## config.mk

```make
export PLATFORM = sky130hd
export DESIGN_NAME = controlador_recepcao_ram_flat
export DESIGN_NICKNAME = d
export VERILOG_FILES = /design/src/rtl/controlador_recepcao_ram_if.sv /design/src/rtl/controlador_recepcao_ram.sv /design/src/flat_wrapper.sv
export SDC_FILE = /design/constraint.sdc
export NUM_CORES = 1
export LEC_CHECK = 0
export CAP_MARGIN = 5
export CORE_UTILIZATION = 45
export CTS_BUF_LIST = sky130_fd_sc_hd__clkbuf_4
export CTS_CLUSTER_SIZE = 28
export DETAILED_ROUTE_END_ITERATION = 8
export DONT_BUFFER_PORTS = 1
export GPL_TIMING_DRIVEN = 0
export PLACE_DENSITY = 0.68
export SYNTH_ARGS = -nofsm -noshare
export SYNTH_HDL_FRONTEND = slang
export SYNTH_SLANG_ARGS = --single-unit
export TNS_END_PERCENT = 100
```

## constraint.sdc

```tcl
create_clock -name clock -period 2.9 [get_ports clock]
set_input_delay 0.29 -clock clock [delete_from_list [all_inputs] [get_ports clock]]
set_output_delay 0.29 -clock clock [all_outputs]
set_load 0.01 [all_outputs]
```

## src/rtl/controlador_recepcao_ram_if.sv

```systemverilog
// Signal bundle between the UART receiver, the receive controller and the RAM write port.
interface controlador_recepcao_ram_if;
   logic       rx_done;
   logic [7:0] rx_data;
   logic [8:0] a_ram;
   logic [7:0] d_ram;
   logic       wren_ram;
   logic       clock_ram;

   modport master (
      input  rx_done,
      input  rx_data,
      output a_ram,
      output d_ram,
      output wren_ram,
      output clock_ram
   );

   modport slave (
      output rx_done,
      output rx_data,
      input  a_ram,
      input  d_ram,
      input  wren_ram,
      input  clock_ram
   );
endinterface

```

## src/rtl/controlador_recepcao_ram.sv

```systemverilog
// Receive-side RAM loader: stores UART bytes at consecutive RAM words, flags frame
// completion, discards stale partial frames after an idle timeout and reports dropped bytes.
module controlador_recepcao_ram #(
   parameter int N_PALAVRAS     = 134,
   parameter int TIMEOUT_CICLOS = 50000000
) (
   input  logic                       clock,
   input  logic                       reset,
   controlador_recepcao_ram_if.master bus,
   output logic                       busy,
   output logic                       frame_done,
   output logic                       timeout_erro,
   output logic                       overrun,
   output logic [8:0]                 contagem
);
   localparam int            TW     = $clog2(TIMEOUT_CICLOS) + 1;
   localparam logic [8:0]    ULTIMO = 9'(N_PALAVRAS - 1);
   localparam logic [TW-1:0] LIMITE = TW'(TIMEOUT_CICLOS - 1);
   localparam logic [TW-1:0] ZERO_T = TW'(0);
   localparam logic [TW-1:0] UM_T   = TW'(1);

   typedef enum logic [2:0] {
      ESPERA     = 3'd0,
      END_CFG    = 3'd1,
      ESCREVE    = 3'd2,
      INCREMENTA = 3'd3,
      FIM        = 3'd4
   } estado_t;

   estado_t       estado_r;
   logic [8:0]    i_r;
   logic [7:0]    dado_r;
   logic [TW-1:0] timer_r;
   logic          wren_r;
   logic          clock_ram_r;
   logic          busy_r;
   logic          frame_done_r;
   logic          timeout_erro_r;
   logic          overrun_r;

   // {wren_ram, clock_ram, busy} as seen while sitting in state s
   function automatic logic [2:0] saidas(input estado_t s);
      case (s)
         ESPERA:          saidas = 3'b000;
         END_CFG:         saidas = 3'b101;
         ESCREVE:         saidas = 3'b111;
         INCREMENTA, FIM: saidas = 3'b001;
         default:         saidas = 3'b000;
      endcase
   endfunction

   // Frame-loading FSM; Moore outputs are registered together with the state they decode
   always_ff @(posedge clock) begin
      if (!reset) begin
         estado_r       <= ESPERA;
         i_r            <= 9'd0;
         dado_r         <= 8'd0;
         timer_r        <= ZERO_T;
         wren_r         <= 1'b0;
         clock_ram_r    <= 1'b0;
         busy_r         <= 1'b0;
         frame_done_r   <= 1'b0;
         timeout_erro_r <= 1'b0;
         overrun_r      <= 1'b0;
      end else begin
         frame_done_r   <= 1'b0;
         timeout_erro_r <= 1'b0;
         overrun_r      <= bus.rx_done && (estado_r != ESPERA);
         case (estado_r)
            ESPERA: begin
               // an arriving byte takes priority over a timeout expiring on the same edge
               if (bus.rx_done) begin
                  dado_r   <= bus.rx_data;
                  timer_r  <= ZERO_T;
                  estado_r <= END_CFG;
                  {wren_r, clock_ram_r, busy_r} <= saidas(END_CFG);
               end else if (i_r != 9'd0) begin
                  if (timer_r == LIMITE) begin
                     i_r            <= 9'd0;
                     timer_r        <= ZERO_T;
                     timeout_erro_r <= 1'b1;
                  end else begin
                     timer_r <= timer_r + UM_T;
                  end
               end else begin
                  timer_r <= ZERO_T;
               end
            end
            END_CFG: begin
               estado_r <= ESCREVE;
               {wren_r, clock_ram_r, busy_r} <= saidas(ESCREVE);
            end
            ESCREVE: begin
               estado_r <= INCREMENTA;
               {wren_r, clock_ram_r, busy_r} <= saidas(INCREMENTA);
            end
            INCREMENTA: begin
               if (i_r == ULTIMO) begin
                  i_r          <= 9'd0;
                  estado_r     <= FIM;
                  frame_done_r <= 1'b1;
                  {wren_r, clock_ram_r, busy_r} <= saidas(FIM);
               end else begin
                  i_r      <= i_r + 9'd1;
                  estado_r <= ESPERA;
                  {wren_r, clock_ram_r, busy_r} <= saidas(ESPERA);
               end
            end
            FIM: begin
               estado_r <= ESPERA;
               {wren_r, clock_ram_r, busy_r} <= saidas(ESPERA);
            end
            default: begin
               estado_r <= ESPERA;
               {wren_r, clock_ram_r, busy_r} <= saidas(ESPERA);
            end
         endcase
      end
   end

   assign bus.a_ram     = i_r;
   assign bus.d_ram     = dado_r;
   assign bus.wren_ram  = wren_r;
   assign bus.clock_ram = clock_ram_r;
   assign busy          = busy_r;
   assign frame_done    = frame_done_r;
   assign timeout_erro  = timeout_erro_r;
   assign overrun       = overrun_r;
   assign contagem      = i_r;
endmodule

```

## src/flat_wrapper.sv

```systemverilog
// flat-port wrapper written by rule: the top's interface ports become plain ports
module controlador_recepcao_ram_flat 
#(
   parameter int N_PALAVRAS     = 134,
   parameter int TIMEOUT_CICLOS = 50000000
)
  (clock, reset, busy, frame_done, timeout_erro, overrun, contagem, bus_rx_done, bus_rx_data, bus_a_ram, bus_d_ram, bus_wren_ram, bus_clock_ram);
  controlador_recepcao_ram_if bus_i ();
  input  logic clock;
  input  logic reset;
  output logic busy;
  output logic frame_done;
  output logic timeout_erro;
  output logic overrun;
  output logic [8:0] contagem;
  input wire logic [$bits(bus_i.rx_done)-1:0] bus_rx_done;
  input wire logic [$bits(bus_i.rx_data)-1:0] bus_rx_data;
  output wire logic [$bits(bus_i.a_ram)-1:0] bus_a_ram;
  output wire logic [$bits(bus_i.d_ram)-1:0] bus_d_ram;
  output wire logic [$bits(bus_i.wren_ram)-1:0] bus_wren_ram;
  output wire logic [$bits(bus_i.clock_ram)-1:0] bus_clock_ram;
  assign bus_i.rx_done = bus_rx_done;
  assign bus_i.rx_data = bus_rx_data;
  assign bus_a_ram = bus_i.a_ram;
  assign bus_d_ram = bus_i.d_ram;
  assign bus_wren_ram = bus_i.wren_ram;
  assign bus_clock_ram = bus_i.clock_ram;
  controlador_recepcao_ram #(.N_PALAVRAS(N_PALAVRAS), .TIMEOUT_CICLOS(TIMEOUT_CICLOS)) u_core (.clock(clock), .reset(reset), .bus(bus_i), .busy(busy), .frame_done(frame_done), .timeout_erro(timeout_erro), .overrun(overrun), .contagem(contagem));
endmodule
```

* Word level (Yosys, flattened, before mapping) *
Index checks and enable logic that the tools add are counted.

operators by class
  add/sub/neg operators = 2
  equality and inequality tests = 9
  multiplexer cells = 18
  bitwise operators = 3
  reduce and logical (&&, ||, !) cells = 10

operators with widths
  cell                                                    count
  2-to-1 mux 27 bit                                       3
  2-to-1 mux 9 bit                                        4
  adder 27 x 1 -> 27 bit (second input constant)          1
  equality test 27 x 26 -> 1 bit (second input constant)  1
  one-hot mux 9 bit (2 select lines)                      1
  one-hot mux 3 bit (4 select lines)                      1
  adder 9 x 1 -> 9 bit (second input constant)            1
  equality test 9 x 8 -> 1 bit (second input constant)    1
  nonzero test 9 bit                                      1
  equality test 3 x 2 -> 1 bit (second input constant)    2
  2-to-1 mux 3 bit                                        2
  2-to-1 mux 1 bit                                        4
  != test 2 x 1 -> 1 bit (second input constant)          2
  != test 2 bit (second input constant)                   2
  one-hot mux 1 bit (2 select lines)                      2
  AND reduction 2 bit                                     2
  AND reduction 4 bit                                     1
  OR reduction 4 bit                                      1
  equality test 3 x 1 -> 1 bit (second input constant)    1
  logical NOT 3 bit                                       1
  inverter 1 bit                                          3
  one-hot mux 1 bit (3 select lines)                      1
  nonzero test 3 bit                                      1
  nonzero test 2 bit                                      1
  other kinds (2)                                         2

word-level totals
  flip-flop bits (word level) = 53
  bits of input ports = 11
  output and inout bits = 32
  word-level logic and storage cells = 52

* Logic depth before layout (Yosys ltp) *
  depth in word-level cells = 5
  mapped depth = 8
  gate-level depth less buffers = 7

* Worst setup path after synthesis *
Ideal clock, no wire load.

  kind = register -> register
  from = reg u_core.timer_r[0]
  to = reg u_core.timer_r[24]
  setup time = 134 ps
  arrival = 1784 ps
  required time = 2766 ps
  slack = 982 ps
  cell stages (with the launch flop) = 7
  buffers on the path = 0
  period minus slack after synthesis = 1918 ps
  path through = dfxtp_1 > ha_1 > nand3_1 > or4_1 > or2_1 > o21ai_1 > a31oi_1

between the ends
  cells in the longest elaborated chain, start to end = 4
  elaborated cells between the ends (all ways) = 5
  those cells by class = add/sub: 1; eq/ne: 1; mux: 3

RTL lines
  element                                                                   line                                                            text
  start, declared                                                           controlador_recepcao_ram.sv:33                                  logic [TW-1:0] timer_r;
  start signal, assigned                                                    controlador_recepcao_ram.sv:83                                  timer_r <= timer_r + UM_T;
  adder 27 x 1 -> 27 bit or equality test 27 x 26 -> 1 bit (tied branches)  controlador_recepcao_ram.sv:83, controlador_recepcao_ram.sv:78
  2-to-1 mux 27 bit (*)                                                     controlador_recepcao_ram.sv:78                                  if (timer_r == LIMITE) begin
  2-to-1 mux 27 bit (*)                                                     controlador_recepcao_ram.sv:77                                  end else if (i_r != 9'd0) begin
  2-to-1 mux 27 bit (*)                                                     controlador_recepcao_ram.sv:72                                  if (bus.rx_done) begin

Every way passes the cells marked *; elsewhere a longest branch is shown, timed or not.
A chain may end at the register's enable or synchronous reset.

* Final worst setup path *
  from = reg u_core.i_r[0], in the netlist u_core.bus.a_ram[0]
  to = reg u_core.timer_r[14]

between the ends
  cells in the longest elaborated chain, start to end = 3

RTL lines
  element                 line                             text
  start, declared         controlador_recepcao_ram.sv:31   logic [8:0] i_r;
  start signal, assigned  controlador_recepcao_ram.sv:104  i_r <= i_r + 9'd1;
  nonzero test 9 bit      controlador_recepcao_ram.sv:77
  2-to-1 mux 27 bit       controlador_recepcao_ram.sv:77
  2-to-1 mux 27 bit       controlador_recepcao_ram.sv:72

No other way between the ends.

==> impl_metrics.toml <==
[run_status]
outcome = "finished clean"

[logic_synthesis]
netlist_instances = 360
synth_edf_count = 0
yosysUniqueCellTypes = 45
synth_area_um2 = 2810
ys_async_sr_fraction_pct = 0
synth_nets = 375
synth-seq-area-share_pct = 37.7
synth_seq_cells = 53
yosysWarningCount = 0
synth_top_flop_cell = "dfxtp_1"
synth_area_per_cell_um2 = 7.81

[pwr]
power_density_nw_per_um2 = 413
finalPower_mw = 1.24
ir_drop_uv = 280
p_leak_nw = 0.964

[place]
dp_cells = 435
place_congestion = 0.898
placed_area_um2 = 2910
dp_slack_ns = 0.645
io_buffers = 0
hpwl_um = 4970

[route]
drtAntennaViolNets = 0
viasPerCell = 6.13
wirelength_um = 7050
vias = 2730
drc = 0
firstDrtPassIters = 5
drt-initial-drc-count = 242
wire_per_inst_um = 15.9

[timing]
relSlewSlack_pct = 44.5
tns_ns = 0
rsz0062_at_grt = "no"
timing.hold.ws_ns = 0.00514
worst_pin_slew_ns = 0.826
fin_ws_ns = 0.574
setup-violations-final = 0
clock_skew_ns = 0.0164
fin_crit_ns = 2.33
finalCritPeriodShare_pct = 80.2
drv_slew = 0
hold_viol_final = 0
fmax_mhz = 430

[setup_path]
reg2reg_slack_ns = 0.57
rr_endpoint = "u_core.timer_r[14]"
r2r_cells = 8
start_kind = "flip-flop"
critPathRequiredTime_ns = 3.21
worstPathArrival_ns = 2.64
startpoint = "u_core.bus.a_ram[0]"
critPathKind = "flip-flop to flip-flop"
crit_path_end_kind = "flip-flop"
critPathMaxFanout = 10
timing.rr.start = "u_core.bus.a_ram[0]"

[global_routing]
antenna_found_initial = 0
grt_pass1_wl_um = 11500
grt_max_degree = 20
grt_pass1_vias = 2367
grt.overflow.total = 0
grt_util_all_layers_pct = 22.3

[min_path]
hp-start = "bus_rx_data[6]"
hold_path_class = "input port to flip-flop"
whs_path_depth = 2
hold-path-endpoint = "u_core.bus.d_ram[6]"

[final_layout]
drive_gt1_share_pct = 8.11
fin_area_um2 = 2990
n_antenna_cell = 0
area_growth_syn_to_layout_pct = 6.41
final_cells = 445
final_util_pct = 50.0
final_nets = 384

[floorplan]
start_util_pct = 47.0
die-area_um2 = 6570
die_w_um = 81.1
ios = 43
coreArea_um2 = 5990
dieHeight_um = 81.1
rows = 28

[clocking]
cts_hold_buffers = 1
clk_pin_slew_ns = 0.18
post_cts_buffers = 0
cts_num_sinks = 53
numCtsBuffers = 5
clockBufferDepth = 2
cts_tree = "yes"
cts_resized = 0
root_buffer = "clkbuf_4"
clk_latency_ns = 0.39
h-tree-depth = 2

[flow_run]
timing.max_cap.violations = 0
[cell usage after synthesis (3+ instances only)]
cell,count,area [um2]
a41oi_1,5,43.8
dfxtp_1,53,1060
and4_1,5,43.8
or3_1,3,18.8
o21ai_0,6,30.0
or4b_1,4,40.0
inv_1,7,26.3
nor3_1,10,50.1
ha_1,4,50.1
buf_4,11,82.6
clkbuf_1,14,52.6
and3_1,7,43.8
nor4_1,7,43.8
nand3_1,30,150
buf_2,6,30.0
a31oi_1,22,138
o21ai_1,11,55.1
or4_1,8,60.1
a21oi_1,38,190
nor2_1,20,75.1
nand4_1,13,81.3
nand2_1,48,180
[worst max-delay path by stage]
stage,endpoint,depth (start not counted)
after floorplan,u_core.timer_r[24],6
after global placement,u_core.bus.a_ram[2],6
after detailed placement,u_core.timer_r[14],8
after CTS,u_core.timer_r[14],8
after global routing,u_core.timer_r[9],8
final,u_core.timer_r[14],8
[state kept, by name (all words and copies together), names as in the netlist, 3 cells and up]
signal,flops
u_core.timer_r,27
u_core.bus.a_ram,9
u_core.bus.d_ram,8
u_core.estado_r,3
[metal layers]
metal / up-vias / part of all wire, % / routed length, um / global-route usage, %
met5: - / 0 / 0 / 0
met4: 0 / 1.2 / 83 / 6.25
met3: 9 / 5.3 / 375 / 4.16
met2: 91 / 45 / 3160 / 33.4
met1: 1273 / 49 / 3440 / 32.4
li1: 1357 / - / - / -
[power by group]
part | total, mW | internal (mW) | switching [mW]
sequential | 0.765 | 0.747 | 0.0182
clock | 0.373 | 0.106 | 0.267
combinational | 0.0991 | 0.0291 | 0.0701
[logic make-up (layout without fill, tap and decap cells)]
family | Yosys count | count (layout) | synth area share (%)
simple gates | 166 | 166 | 31.4
compound gates | 94 | 94 | 20.6
flops | 53 | 53 | 37.7
buf+inv | 39 | 49 | 7.21
fa+ha+maj | 4 | 4 | 1.78
xor+xnor | 2 | 2 | 0.623
mux | 2 | 2 | 0.712
[worst max-delay path: stages, from the launching register on]
cell and delay, ns:
dfxtp_1 0.56, inv_1 0.08, ha_1 0.20, nor4b_1 0.15
a21oi_1 0.23, a21boi_1 0.27, clkbuf_1 0.45, nand3_1 0.14
a31oi_1 0.19
[layout make-up]
| class | count | area (um2) |
|---|---|---|
| buffer | 32 | 176 |
| clock inverter | 3 | 28.8 |
| inverter | 7 | 26.3 |
| sequential | 53 | 1060 |
| fill | 593 | 3000 |
| timing repair buffer | 2 | 20.0 |
| tap | 75 | 93.8 |
| clock buffer | 5 | 37.5 |
| multi-input combinational | 268 | 1550 |
[cells in the final DEF (no fill, tap or decap), types with 6 or more instances in the layout]
cell type / netlist / final
dfxtp_1: 53 / 53
nand2_1: 48 / 48
a21oi_1: 38 / 38
nand3_1: 30 / 30
a31oi_1: 22 / 22
nor2_1: 20 / 20
clkbuf_1: 14 / 14
nand4_1: 13 / 13
buf_4: 11 / 11
o21ai_1: 11 / 11
nor3_1: 10 / 10
or4_1: 8 / 8
inv_1: 7 / 7
and3_1: 7 / 7
nor4_1: 7 / 7
buf_2: 6 / 6
o21ai_0: 6 / 6
(Power assumes the default switching activity.)
